**src/rtl/exec.sv**
```systemverilog
// ---------------------------------------------------------------------------
// exec: execute stage of a simple in-order pipeline.
//
// Selects ALU operands (with forwarding and branch/immediate muxes), performs
// the ALU operation, derives negative/zero flags, and registers the packed
// EX/MEM buffer.
//
// Ports:
//   clk, rst        - clock; synchronous active-high reset
//   en              - stage enable (1 = capture, 0 = hold)
//   rd1, rd2        - register operands A and B
//   pc, imm         - program counter, extended immediate
//   aluOut, result  - forwarded values from MEM and WB stages
//   rd3             - store data, passed through
//   aluControl      - ALU operation select
//   Rc              - destination register index, passed through
//   immSrc          - operand B = imm
//   branchFlag      - operand A = pc; passed through
//   memWrite, memToReg, regWrite - control bits, passed through
//   Fa, Fb          - forwarding selects for operands A and B
//   opType, opCode  - instruction class/code, passed through
//   bufferOut       - registered EX/MEM pipeline buffer
// ---------------------------------------------------------------------------
module exec #(
  parameter int N  = 24,
  parameter int BW = 16 + 2 * N
) (
  input  logic                 clk,
  input  logic                 rst,
  input  logic                 en,
  input  logic signed [N-1:0]  rd1,
  input  logic signed [N-1:0]  rd2,
  input  logic signed [N-1:0]  pc,
  input  logic signed [N-1:0]  imm,
  input  logic signed [N-1:0]  aluOut,
  input  logic signed [N-1:0]  result,
  input  logic signed [N-1:0]  rd3,
  input  logic        [3:0]    aluControl,
  input  logic        [3:0]    Rc,
  input  logic                 immSrc,
  input  logic                 branchFlag,
  input  logic                 memWrite,
  input  logic                 memToReg,
  input  logic                 regWrite,
  input  logic                 Fa,
  input  logic                 Fb,
  input  logic        [1:0]    opType,
  input  logic        [3:0]    opCode,
  output logic        [BW-1:0] bufferOut
);

  logic signed [N-1:0]   op_a_s;
  logic signed [N-1:0]   op_b_s;
  logic signed [2*N-1:0] prod_s;
  logic signed [N-1:0]   alu_res_s;
  logic                  neg_flag_s;
  logic                  zero_flag_s;
  logic        [BW-1:0]  buffer_d;
  logic        [BW-1:0]  buffer_q;

  // Operand selection: branch target base beats forwarding for A.
  always_comb begin
    if (branchFlag) begin
      op_a_s = pc;
    end else if (Fa) begin
      op_a_s = aluOut;
    end else begin
      op_a_s = rd1;
    end

    if (immSrc) begin
      op_b_s = imm;
    end else if (Fb) begin
      op_b_s = result;
    end else begin
      op_b_s = rd2;
    end
  end

  // ALU: N-bit two's complement, wraps silently; shift amount uses B[4:0].
  always_comb begin
    prod_s = op_a_s * op_b_s;
    case (aluControl)
      4'd0:    alu_res_s = op_a_s - op_b_s;
      4'd1:    alu_res_s = op_a_s + op_b_s;
      4'd2:    alu_res_s = op_a_s & op_b_s;
      4'd3:    alu_res_s = op_a_s | op_b_s;
      4'd4:    alu_res_s = op_a_s - op_b_s;
      4'd5:    alu_res_s = op_a_s ^ op_b_s;
      4'd6:    alu_res_s = op_a_s << op_b_s[4:0];
      4'd7:    alu_res_s = op_a_s >>> op_b_s[4:0];
      4'd8:    alu_res_s = prod_s[N-1:0];
      default: alu_res_s = {N{1'b0}};
    endcase
    neg_flag_s  = alu_res_s[N-1];
    zero_flag_s = (alu_res_s == {N{1'b0}});
  end

  // Next buffer value: capture packed fields when enabled, otherwise hold.
  always_comb begin
    if (en) begin
      buffer_d = {opType, opCode, alu_res_s, zero_flag_s, neg_flag_s,
                  branchFlag, memWrite, memToReg, regWrite, Rc, rd3};
    end else begin
      buffer_d = buffer_q;
    end
  end

  // EX/MEM buffer register; reset wins over enable.
  always_ff @(posedge clk) begin
    if (rst) begin
      buffer_q <= {BW{1'b0}};
    end else begin
      buffer_q <= buffer_d;
    end
  end

  assign bufferOut = buffer_q;

endmodule

```
**config.mk**
```make
export PLATFORM = sky130hd
export DESIGN_NAME = exec
export DESIGN_NICKNAME = d
export VERILOG_FILES = /design/src/rtl/exec.sv
export SDC_FILE = /design/constraint.sdc
export NUM_CORES = 1
export LEC_CHECK = 0
export ABC_AREA = 1
export ABC_CLOCK_PERIOD_IN_PS = 8600
export CAP_MARGIN = 20
export CORE_MARGIN = 1.5
export CORE_UTILIZATION = 25
export DETAILED_ROUTE_END_ITERATION = 6
export HOLD_SLACK_MARGIN = 0.08
export PLACE_DENSITY = 0.45
export SYNTH_ARGS = -nofsm -noshare
export SYNTH_HDL_FRONTEND = slang
export SYNTH_SLANG_ARGS = --single-unit
```
**constraint.sdc**
```tcl
create_clock -name clk -period 8.6 [get_ports clk]
set_input_delay 1.29 -clock clk [delete_from_list [all_inputs] [get_ports clk]]
set_output_delay 1.29 -clock clk [all_outputs]
set_load 0.005 [all_outputs]
```
# Word-level counts from Yosys, hierarchy flattened
# Cells that the tools add are included.
dict set report word_totals {
  in_bits 192
  register_bits 64
  wordCells 25
  out_inout_bits 64
}
dict set report classes {
  bitwise 3
  n_eq_ne 8
  reduce_logical 3
  add_sub_neg 2
  multipliers 1
  shift 2
  mux 5
}
# cell n
set ops {}
lappend ops {{$pmux 24 s8} 1}
lappend ops {{$mux 24} 4}
lappend ops {{$add 24x24->24} 1}
lappend ops {{$and 24x24->24} 1}
lappend ops {{$logic_not 24->1} 1}
lappend ops {{$mul 24x24->24} 1}
lappend ops {{$or 24x24->24} 1}
lappend ops {{$shl 24x5->24} 1}
lappend ops {{$sshr 24x5->24} 1}
lappend ops {{$sub 24x24->24} 1}
lappend ops {{$xor 24x24->24} 1}
lappend ops {{$eq 4x3->1 const B} 4}
lappend ops {{$eq 4x2->1 const B} 2}
lappend ops {{$eq 4x1->1 const B} 1}
lappend ops {{$eq 4x4->1 const B} 1}
lappend ops {{$logic_not 4->1} 1}
lappend ops {{$reduce_or 2->1} 1}

# Logic depth before layout (Yosys ltp)
# Gate-level depths: netlist of the first run.
dict set report depth {
  ltp_word 5
  ltp_mapped 47
  mapped_depth_nobuf 42
}

# Worst setup path after synthesis of the first run
# OpenSTA, ideal clock, no wires.
dict set report synth_path {
  kind {in2reg}
  from {input port Fb}
  to {register buffer_q[33], in the netlist bufferOut[33]}
  arrival_ps 7979
  setup_time_ps 71
  path_slack_ps 551
  n_path_buf 5
  t_required_ps 8529
  path_stages 38
  path_cell_list {buf_6 inv_4 buf_6 nand2_2 nand2_2 nand2_1 nand2_1 buf_4 buf_2 buf_1 nand2_1 fa_1 inv_1 fa_1 inv_1 fa_1 fa_1 fa_1 (+2 left out) inv_1 fa_1 inv_1 ha_1 a21oi_1 o21ai_0 a21oi_1 nand2_1 nand3_1 nand2_1 or2_2 nand3_1 nand2_1 nor2_1 nand3_1 nor2_1 nand3_1 a21oi_1}
}
dict set report synth_between {
  elab_chain_len 5
  word_cells_on_any_way 12
  cone_classes {2 x add/sub; 1 x mul; 2 x shift; 3 x mux; 3 x bitwise; 1 x reduce/logical}
}
# element line_no
set synth_rtl {}
lappend synth_rtl {{start, declared} 46} ;# input logic Fb,
lappend synth_rtl {{$mux 24 (*)} 73} ;# end else if (Fb) begin
lappend synth_rtl {{$mux 24 (*)} 71} ;# if (immSrc) begin
lappend synth_rtl {{$mul 24x24->24, or another cell as far along} 82} ;# prod_s = op_a_s * op_b_s;
lappend synth_rtl {{$pmux 24 s8 (*)} 83} ;# case (aluControl)
lappend synth_rtl {{$logic_not 24->1 (*)} 96} ;# zero_flag_s = (alu_res_s == {N{1'b0}});
lappend synth_rtl {{end signal, assigned} 112} ;# buffer_q <= {BW{1'b0}};
lappend synth_rtl {{end signal, assigned} 114} ;# buffer_q <= buffer_d;
lappend synth_rtl {{end, declared} 59} ;# logic [BW-1:0] buffer_q;
# Every way passes the cells marked *; elsewhere a longest branch is shown, timed or not.
# A chain may end at the register's enable or synchronous reset.

# Worst setup path in the final report of the first run
dict set report layout_path {
  from {input port immSrc}
  to {register buffer_q[33], in the netlist bufferOut[33]}
}
dict set report layout_between {
  elab_chain_len 4
  word_cells_on_any_way 11
  cone_classes {2 x add/sub; 1 x mul; 2 x shift; 2 x mux; 3 x bitwise; 1 x reduce/logical}
}
# element line_no
set layout_rtl {}
lappend layout_rtl {{start, declared} 40} ;# input logic immSrc,
lappend layout_rtl {{$mux 24 (*)} 71}
lappend layout_rtl {{$mul 24x24->24, or another cell as far along} 82}
lappend layout_rtl {{$pmux 24 s8 (*)} 83}
lappend layout_rtl {{$logic_not 24->1 (*)} 96}
# Marks and branches as above.

==> metrics.txt, run 1 <==
largest net degree at the start of global routing=between 70 and 80; Post-synth top flop=dfxtp_1; power density over cell area=~450 nW/um^2; Clock Latency Late Sink=0.33 ns; Fmax=between 100 and 150 MHz; largest family of logic cells by synthesized area=adder cells; hpwl dp=roughly 73000 um; asr flop ratio synth=0%; die height=274 um; Crit path top cell by count=fa_1; Syn Inst Count=~2900; GP Congestion=0.986; Seq. cell area=between 1000 and 1500 um^2; Worst Skew=0 ns; Avg Cell Area, Syn=6.40 um^2; fin crit period=~8.3 ns; CP Max Fanout=20; Switching Share=around 53%; Compound-Gate Fraction of Synth Area=9.99%; initial core utilization=around a quarter; Worst-Margin Slew=0.887 ns; Final nets=~3900; met1 GRT Util=a little under a third; leading area contributor after synthesis=fa_1; Core Util, Final=about a third; normalized max-slew margin=between 40% and 50%; max-cap check violation count=0; DP Area=between 20000 and 25000 um^2; simple-gate area share of the yosys netlist=32.8%; area grow syn2layout=34.1%; clock-pin slew on the worst setup and hold paths=roughly 0.050 ns; worst min path class=flip-flop to flip-flop; final worst slack=about 0.27 ns; Final Instance Area=about 25000 um^2; mux cell area share after synthesis=0%; Synth Area in Adders=between 30% and 40%; RSZ-0062 raised after global routing=no; synth warn=0; Required @ worst endpoint=slightly below 9 ns; CTS root buf=clkbuf_16; Inst Count DP=approximately 4300; total wire length=approximately 84000 um; wire per inst=around 20 um; Die X=roughly 270 um; final setup fails=0; final cell count without fillers=about 4300; period utilization=a little over nine tenths; num ports=about 260; Synth Area in XOR/XNOR=roughly 2.2%; first drt pass iteration count=5; clock sinks=63; CP endpoint kind=flip-flop; met3 global-route usage=around 4.6%; critical path's largest stage delay=just over 0.6 ns; Final Max Slew Viols=0; VDD IR max=between 700 and 800 uV; core area=between 70000 and 80000 um^2; Die Area=roughly 75000 um^2; power share of the clock group=3.1%; Netlist Area Pre-Place=about 18000 um^2; Setup Crit Path Kind=input pin to flip-flop; fraction of layout cells with a size suffix above 1=a little over an eighth; CTS HTree Levels=3; dpl ws=-0.366 ns; sequential share of the synthesized area=roughly 6.9%; GRT Residual Overflow=0; status=completed; clk buf depth=2; static leakage power=13.0 nW; synth top area cells=fa_1 (23%), nand2_1 (17%), ha_1 (12%); syn nets=3443; hold violation total from the final report=0; GR Util All Layers=22.3%; Int Pwr=approximately 5.2 mW; TNS Setup=0 ns; multi-input logic area=between 10000 and 15000 um^2; Inserted Clock Buffers=9; Fill cells=about 8000; number of buffers added on ports=~260; Post-DRT Antenna Nets=0; sequential power share=under 10%; GRT busiest layer=met2; arrival time worst endpoint=about 8.6 ns; via/cell ratio=between 4 and 5; first-pass GRT wire length=125000 um; Final Total Pwr=11.0 mW; hold_ws=0.474 ns; P_sw=between 5 and 6 mW; # DRC=0; share of the synthesized area in the top cell type=between 20% and 30%; vias in the first global route=roughly 20000; Post-synth EDFFs=0; initial antenna violation count=0; FP Rows=between 90 and 100; CP startpoint kind=input pin; number of synthesized register bits=63; initial DRC count=around 1600; met2 GRT Util=35.5%; power share of the combinational group=a little over nine tenths; Largest register FFs=63; # diodes=0; routed via count=20057; slowest stage cell, crit path=fa_1; CTS tree=built; post-synthesis cell type count=59; hold buffer count at cts=0
## worst max-delay path, delay by kind of cell
kind	cells	cell delay, ns
AOI/OAI and AO/OA	3	0.51
adders and majority gates	9	4.16
buffers and inverters	12	1.50
and+or+nand+nor	8	1.08
## power groups by stage
stage,Combinational [mW],Clock [mW],Sequential (mW)
3_5_place_dp,10.1,0,0.344
2_1_floorplan,5.88,0,0.345
3_3_place_gp,10.2,0,0.344
4_1_cts,10.2,0.350,0.338
6_report,10.3,0.337,0.338
5_1_grt,11.8,0.366,0.342
## per-layer routing
metal	up-vias	wire, um
li1	9790	-
met1	9467	37700
met5	-	0
met4	0	2520
met2	695	37800
met3	105	6390
## logic make-up (layout without fill, tap and decap cells)
logic type,count (synthesis),count (layout)
AND/OR/NAND/NOR,1476,1476
XOR/XNOR,47,47
flip-flops,63,63
buffers and inverters,578,1061
adder cells (fa/ha/maj),388,388
AO/OA/AOI/OAI,311,311
## cell usage in the layout (no fill, tap or decap), types with 12 or more instances in the layout
cell type          n
o21ai_0          125
xnor2_1           16
o21ai_1           19
inv_2             17
a221oi_1          12
a21oi_1           84
xor2_1            31
clkdlybuf4s50_1  251
nand4_1           12
buf_12            18
nor2_1           388
ha_1             173
fa_1             213
nand2_2           21
nand2_1          802
dfxtp_1           63
buf_4            302
nand3_1          189
inv_1            439
## final cells by class
type / count / share of cell area (%)
Multi-Input combinational cell: 2222 / 60.4
Timing Repair Buffer: 577 / 21.2
Inverter: 468 / 7.25
Sequential cell: 63 / 5.14
Tap cell: 959 / 4.89
Clock buffer: 11 / 0.989
Clock inverter: 5 / 0.138
## final timing paths
path	from	endpoint	slack, ns	cells past startpoint
setup / recovery	immSrc	bufferOut[33]	0.27	32
hold / removal	bufferOut[33]	bufferOut[33]	0.47	2
setup reg to reg	bufferOut[57]	bufferOut[57]	7.87	2
hold reg to reg	bufferOut[33]	bufferOut[33]	0.47	2
## cell usage after synthesis, drive strengths merged (2+ instances only)
| cell | instances |
|---|---|
| a21oi | 87 |
| a31oi | 6 |
| nor4 | 2 |
| clkinv | 8 |
| o21a | 3 |
| dfxtp | 63 |
| nor3b | 2 |
| a21boi | 7 |
| a221oi | 12 |
| xor2 | 31 |
| o2111ai | 4 |
| o22ai | 4 |
| nand4 | 12 |
| o211ai | 4 |
| inv | 460 |
| and2 | 6 |
| nor2 | 401 |
| nand3 | 195 |
| xnor2 | 16 |
| o31ai | 4 |
| nand2 | 828 |
| clkbuf | 49 |
| buf | 61 |
| o21ai | 155 |
| a21o | 8 |
| nor3 | 10 |
| o21bai | 6 |
| or2 | 10 |
| ha | 175 |
| fa | 213 |
| a211oi | 6 |
| nand3b | 8 |
## what timing repair did
item | CTS | global route
gates resized for setup | 2 | 49
setup buffers | 0 | 5
endpoints found under the setup margin | 1 | 9
pin swaps | 0 | 5
hold endpoints to repair | 0 | 0
Power figures use the tool's default switching activity.
==> inputs of run 2 (changes only) <==
Settings changed: CAP_MARGIN 20 to default.
==> results of run 2 <==
Same layout as run 1: the final DEF is identical, and so are final timing and power.
